**src/rtl/mem_arb_pkg.sv**
```systemverilog
// Shared encodings and constants for the cache/main-memory arbiter.
package mem_arb_pkg;

  localparam int MEM_LAT   = 4;
  localparam int OUT_W_DEF = 3;

  typedef enum logic [2:0] {
    ST_IDLE,
    ST_WRITE,
    ST_GNT_I,
    ST_GNT_D,
    ST_DRAIN
  } arb_state_e;

  typedef enum logic [1:0] {
    OWN_NONE,
    OWN_I,
    OWN_D
  } owner_e;

  typedef enum logic {
    LAST_I,
    LAST_D
  } last_e;

endpackage

```
**src/rtl/arb_outstanding_cnt.sv**
```systemverilog
// Saturating up/down count of reads issued to memory but not yet returned.
module arb_outstanding_cnt #(
  parameter int W = 3
) (
  input  logic clk,
  input  logic rst,
  input  logic inc,
  input  logic dec,
  output logic zero_next,
  output logic err_under,
  output logic err_over
);

  localparam logic [W-1:0] MAX = '1;

  logic [W-1:0] count;
  logic [W-1:0] count_next;
  logic         zero;
  logic         full;

  assign zero = (count == '0);
  assign full = (count == MAX);

  // A simultaneous issue and return leaves the count untouched.
  always_comb begin
    count_next = count;
    err_under  = 1'b0;
    err_over   = 1'b0;
    if (inc && !dec) begin
      if (full) err_over = 1'b1;
      else      count_next = count + 1'b1;
    end else if (dec && !inc) begin
      if (zero) err_under = 1'b1;
      else      count_next = count - 1'b1;
    end
  end

  assign zero_next = (count_next == '0);

  always_ff @(posedge clk) begin
    if (rst) count <= '0;
    else     count <= count_next;
  end

endmodule

```
**src/rtl/cache_mem_arbiter.sv**
```systemverilog
// Grants the unified main memory to the I-fill, D-fill or write-through store
// path, muxes the owner onto the memory bus and routes read returns back.
//
// state    | meaning
// ---------+-----------------------------------------------------------
// ST_IDLE  | no owner; picks store first, then fills (alternating ties)
// ST_WRITE | single-cycle write-through store on the memory bus
// ST_GNT_I | I-cache fill owns memory, its reads go to the bus
// ST_GNT_D | D-cache fill owns memory, its reads go to the bus
// ST_DRAIN | owner signalled done; waiting for in-flight reads to return
module cache_mem_arbiter import mem_arb_pkg::*; #(
  parameter int ADDR_W = 16,
  parameter int DATA_W = 16,
  parameter int OUT_W  = OUT_W_DEF
) (
  input  logic              clk,
  input  logic              rst,
  input  logic              i_req,
  input  logic              i_rd,
  input  logic [ADDR_W-1:0] i_addr,
  input  logic              i_done,
  output logic              i_gnt,
  output logic              i_data_valid,
  input  logic              d_req,
  input  logic              d_rd,
  input  logic [ADDR_W-1:0] d_addr,
  input  logic              d_done,
  output logic              d_gnt,
  output logic              d_data_valid,
  input  logic              d_wr_req,
  input  logic [ADDR_W-1:0] d_wr_addr,
  input  logic [DATA_W-1:0] d_wr_data,
  output logic              d_wr_ack,
  output logic [ADDR_W-1:0] mem_addr,
  output logic [DATA_W-1:0] mem_data_in,
  output logic              mem_enable,
  output logic              mem_wr,
  input  logic              mem_data_valid,
  output logic              protocol_err
);

  arb_state_e state, state_nxt;
  owner_e     owner, owner_nxt;
  last_e      last,  last_nxt;

  logic rd_issue;
  logic zero_next;
  logic err_under;
  logic err_over;
  logic stray_valid;

  assign rd_issue = ((state == ST_GNT_I) && i_rd) || ((state == ST_GNT_D) && d_rd);

  arb_outstanding_cnt #(.W(OUT_W)) u_out_cnt (
    .clk       (clk),
    .rst       (rst),
    .inc       (rd_issue),
    .dec       (mem_data_valid),
    .zero_next (zero_next),
    .err_under (err_under),
    .err_over  (err_over)
  );

  always_ff @(posedge clk) begin
    if (rst) begin
      state <= ST_IDLE;
      owner <= OWN_NONE;
      last  <= LAST_I;
    end else begin
      state <= state_nxt;
      owner <= owner_nxt;
      last  <= last_nxt;
    end
  end

  always_comb begin
    state_nxt   = state;
    owner_nxt   = owner;
    last_nxt    = last;
    mem_addr    = '0;
    mem_data_in = '0;
    mem_enable  = 1'b0;
    mem_wr      = 1'b0;
    d_wr_ack    = 1'b0;
    case (state)
      ST_IDLE: begin
        if (d_wr_req) begin
          state_nxt = ST_WRITE;
        end else if (i_req && (!d_req || (last == LAST_D))) begin
          state_nxt = ST_GNT_I;
          owner_nxt = OWN_I;
          last_nxt  = LAST_I;
        end else if (d_req) begin
          state_nxt = ST_GNT_D;
          owner_nxt = OWN_D;
          last_nxt  = LAST_D;
        end
      end
      ST_WRITE: begin
        mem_enable  = 1'b1;
        mem_wr      = 1'b1;
        mem_addr    = d_wr_addr;
        mem_data_in = d_wr_data;
        d_wr_ack    = 1'b1;
        state_nxt   = ST_IDLE;
      end
      ST_GNT_I: begin
        mem_addr   = i_addr;
        mem_enable = i_rd;
        if (i_done) begin
          if (zero_next) begin
            state_nxt = ST_IDLE;
            owner_nxt = OWN_NONE;
          end else begin
            state_nxt = ST_DRAIN;
          end
        end
      end
      ST_GNT_D: begin
        mem_addr   = d_addr;
        mem_enable = d_rd;
        if (d_done) begin
          if (zero_next) begin
            state_nxt = ST_IDLE;
            owner_nxt = OWN_NONE;
          end else begin
            state_nxt = ST_DRAIN;
          end
        end
      end
      ST_DRAIN: begin
        if (zero_next) begin
          state_nxt = ST_IDLE;
          owner_nxt = OWN_NONE;
        end
      end
      default: begin
        state_nxt = ST_IDLE;
        owner_nxt = OWN_NONE;
      end
    endcase
  end

  // Owner stays set through DRAIN, so the grant holds until the last return.
  assign i_gnt        = (owner == OWN_I);
  assign d_gnt        = (owner == OWN_D);
  assign i_data_valid = mem_data_valid && (owner == OWN_I);
  assign d_data_valid = mem_data_valid && (owner == OWN_D);
  assign stray_valid  = mem_data_valid && (owner == OWN_NONE);

  always_ff @(posedge clk) begin
    if (rst)                                   protocol_err <= 1'b0;
    else if (err_under || err_over || stray_valid) protocol_err <= 1'b1;
  end

endmodule
```
**config.mk**
```make
export PLATFORM = sky130hd
export DESIGN_NAME = cache_mem_arbiter
export DESIGN_NICKNAME = d
export VERILOG_FILES = /design/src/rtl/mem_arb_pkg.sv /design/src/rtl/arb_outstanding_cnt.sv /design/src/rtl/cache_mem_arbiter.sv
export SDC_FILE = /design/constraint.sdc
export NUM_CORES = 1
export LEC_CHECK = 0
export BUFFER_PORTS_ARGS = -buffer_cell sky130_fd_sc_hd__buf_4
export CAP_MARGIN = 5
export CORE_AREA = 2 2 60 62
export DETAILED_ROUTE_END_ITERATION = 8
export DIE_AREA = 0 0 62 64
export GPL_TIMING_DRIVEN = 0
export MAX_ROUTING_LAYER = met4
export PLACE_DENSITY = 0.8
export SLEW_MARGIN = 20
export SYNTH_ARGS = -nofsm -noshare
export SYNTH_HDL_FRONTEND = slang
export SYNTH_SLANG_ARGS = --single-unit
```
**constraint.sdc**
```tcl
create_clock -name clk -period 1.9 [get_ports clk]
set_input_delay 0.19 -clock clk [delete_from_list [all_inputs] [get_ports clk]]
set_output_delay 0.19 -clock clk [all_outputs]
set_load 0.1 [all_outputs]
```
==> impl_metrics.py <==
metrics = {
    "sta": {
        "worst_pin_slew_ns": 0.775,
        "fmax_ghz": 0.528,
        "fin_crit_sh_pct": 99.8,
        "fin_tns_setup_ns": 0,
        "maxSlewViolCount": 0,
        "finalCriticalPeriod_ns": 1.90,
        "hold_ws_ns": 0.218,
        "finalClockSkew_ns": 0.00909,
        "setup_viol": 0,
        "layout_setup_ws_ns": 0.00440,
        "rsz0062_at_grt": "true",
        "final_hold_viol_count": 0,
        "slew_headroom_pct": 47.0,
    },
    "synthesis": {
        "yosys_warnings": 0,
        "synth_area_sq_mm": 0.00120,
        "synth_common_cells": "24 x nor2_1, 16 x a22oi_1, 16 x and3_1, 16 x mux2_2, 13 x clkbuf_1",
        "async_reset_ff_share_pct": 0,
        "yosys.cell_count.top_type": "nor2_1",
        "seq_area_frac_synth_pct": 16.7,
        "synth_top_area_share_pct": 16.7,
        "ys_ff_latch": 10,
        "synth_cell_types": 34,
        "synthFlopType": "dfxtp_1",
        "synth_top_area_cell": "dfxtp_1",
        "avgSynthCellArea_sq_um": 7.32,
        "synth_area_leaders": "dfxtp_1 17%, mux2_2 15%, a22oi_1 10%, and3_1 8.3%, nor2_1 7.5%",
        "synth_nets": 241,
        "synth_cells": 164,
        "synth_enable_flop_cells": 0,
    },
    "setup_path": {
        "max_stage_delay_ns": 0.37,
        "path_class": "register to primary output",
        "arrival_ns": 1.71,
        "r2r-end": "owner[1]",
        "crit_fanout": 10,
        "r2r-start": "state[0]",
        "rrSetupSlack_ns": 0.05,
        "worstSetupStartpointType": "register",
        "reg2reg_depth": 7,
        "cpMostUsedCell": "buf_12",
        "required_ns": 1.71,
        "setup.worst_path.end_class": "primary output",
        "crit_chain": "buf_8 -> nor2b_1 -> buf_4 -> buf_12 -> a22oi_2 -> nor2_4 -> buf_12",
        "cpMaxStageDelayCell": "dfxtp_4",
    },
    "finish": {
        "area_growth_pct": 132,
        "final_layout_size_suffix_gt1_share_pct": 74.6,
        "n_antenna_cell": 0,
        "final_cells": 333,
        "register_area_sq_um": 205,
        "multiInputGateArea_sq_mm": 0.00119,
        "nets": 365,
        "fillers": 164,
    },
    "clock_tree": {
        "clock_latency_ns": 0.28,
        "cts_max_level": 1,
        "cts_tree": "yes",
        "cts.clk_slew.worst_paths_ns": 0.07,
        "cts-root-buf": "clkbuf_4",
        "cts_inserted_buffers": 3,
        "clock_sinks": 10,
        "clk_path_buf_depth": 2,
    },
    "power": {
        "power.total_mw": 3.30,
        "p_leak_nw": 1.26,
        "peakVddDrop_mv": 0.797,
        "powerDensity_mw_per_mm2": 1190,
    },
    "die": {
        "start_util_pct": 36.5,
        "rows": 21,
        "die_y_microns": 64,
        "core_area_sq_mm": 0.00328,
        "io_pins": 114,
        "die_w_microns": 62,
        "dieArea_sq_mm": 0.00397,
    },
    "place": {
        "place_ws_ns": -0.305,
        "dp.cells": 322,
        "portBuffers": 112,
        "dp_hpwl_mm": 3.84,
        "finalWeightedCongestion": 0.935,
    },
    "grt": {
        "antenna_found_initial": 0,
        "grt_pass1_wl_mm": 7.65,
        "grt_pass1_vias": 1629,
        "grt.overflow.total": 0,
        "gr-usage-all-layers_pct": 26.4,
        "grt_max_degree": 11,
    },
    "worst_hold_path": {
        "whs_endpoint": "owner[0]",
        "hold_start": "rst",
        "hp-class": "input port to register",
        "min_path_cells": 4,
    },
    "drt": {
        "via_count": 1821,
        "drt_first_iter_violations": 82,
        "ant_nets": 0,
        "drc": 0,
        "routed_via_density": 5.47,
        "wl_mm": 5.90,
        "wl_per_cell_microns": 17.7,
        "drtPass1Iterations": 4,
    },
    "flow_run": {
        "maxCapViolCount": 0,
    },
    "status": {
        "status": "complete, no violations",
    },
}
[critical path: cells and delay by family, from the launching register on]
kind	cells	cell delay [ns]
buffers and inverters	4	0.65
DFF	1	0.37
and+or+nand+nor	2	0.30
AOI/OAI and AO/OA	1	0.10
[repair_timing]
item,CTS,global route
cloned,1,2
gates resized for setup,65,47
buffers inserted,0,4
endpoints found under the setup margin,35,38
hold buffers,0,0
pin swaps,2,5
[where the power goes]
group	internal [mW]	switching, mW
clock network	0.117	0.0815
logic	0.965	1.81
registers	0.265	0.0609
[registers in the layout, summed over array words and instances, names as in the netlist]
signal and flops:
state 3, u_out_cnt.count 3, owner 2, last 1
protocol_err 1
[final cells by class]
cell class	instances	area share, %
Multi-Input combinational cell	134	42.8
Timing Repair Buffer	119	40.3
Sequential cell	10	7.38
Buffer	16	5.62
Tap cell	46	2.07
Clock buffer	4	1.30
Inverter	4	0.540
[layer usage]
layer | GRT usage (%) | vias to the layer above | routed length [microns]
met5 | - | - | 0
met4 | 5.32 | 0 | 144
met3 | 4.86 | 14 | 441
met2 | 49.9 | 102 | 3340
met1 | 27.2 | 865 | 1980
li1 | - | 840 | -
[how the worst max path moves through the flow]
stage / start / endpoint / slack [ns] / cells after the start
3_3_place_gp: state[2] / mem_addr[0] / -0.31 / 4
4_1_cts: state[1] / mem_addr[4] / 0.002 / 6
5_1_grt: state[1] / mem_addr[0] / -0.05 / 7
6_report: state[1] / mem_addr[0] / 0.004 / 7
3_5_place_dp: state[2] / mem_addr[0] / -0.31 / 4
2_1_floorplan: state[1] / mem_enable / -0.23 / 4
[layout by cell type (no fill, tap or decap), types with 8 or more instances in the layout]
cell type  synthesis  layout
nor2_4             0      17
buf_4              1      89
a22oi_2            0      16
buf_6              1      23
a21oi_1            8       8
mux2_2            16      13
buf_12             0       8
and3_2             0      16
dfxtp_1           10       8
[through the flow]
stage | cell area [sq um] | utilization [%]
2_1_floorplan | 1380 | -
3_3_place_gp | 2280 | 69.3
3_5_place_dp | 2280 | 69.3
4_1_cts | 2560 | 77.8
5_1_grt | 2780 | 84.7
6_report | 2780 | 84.7
[cell families after synthesis]
kind of cell / synth area share [%]
xor gates and xnor gates: 0.730
adders and majority gates: 3.13
buffers and inverters: 7.30
DFF: 16.7
muxes: 19.4
and+or+nand+nor: 31.2
AOI/OAI and AO/OA: 21.6
Note: power is estimated with default switching activity, not from simulation.
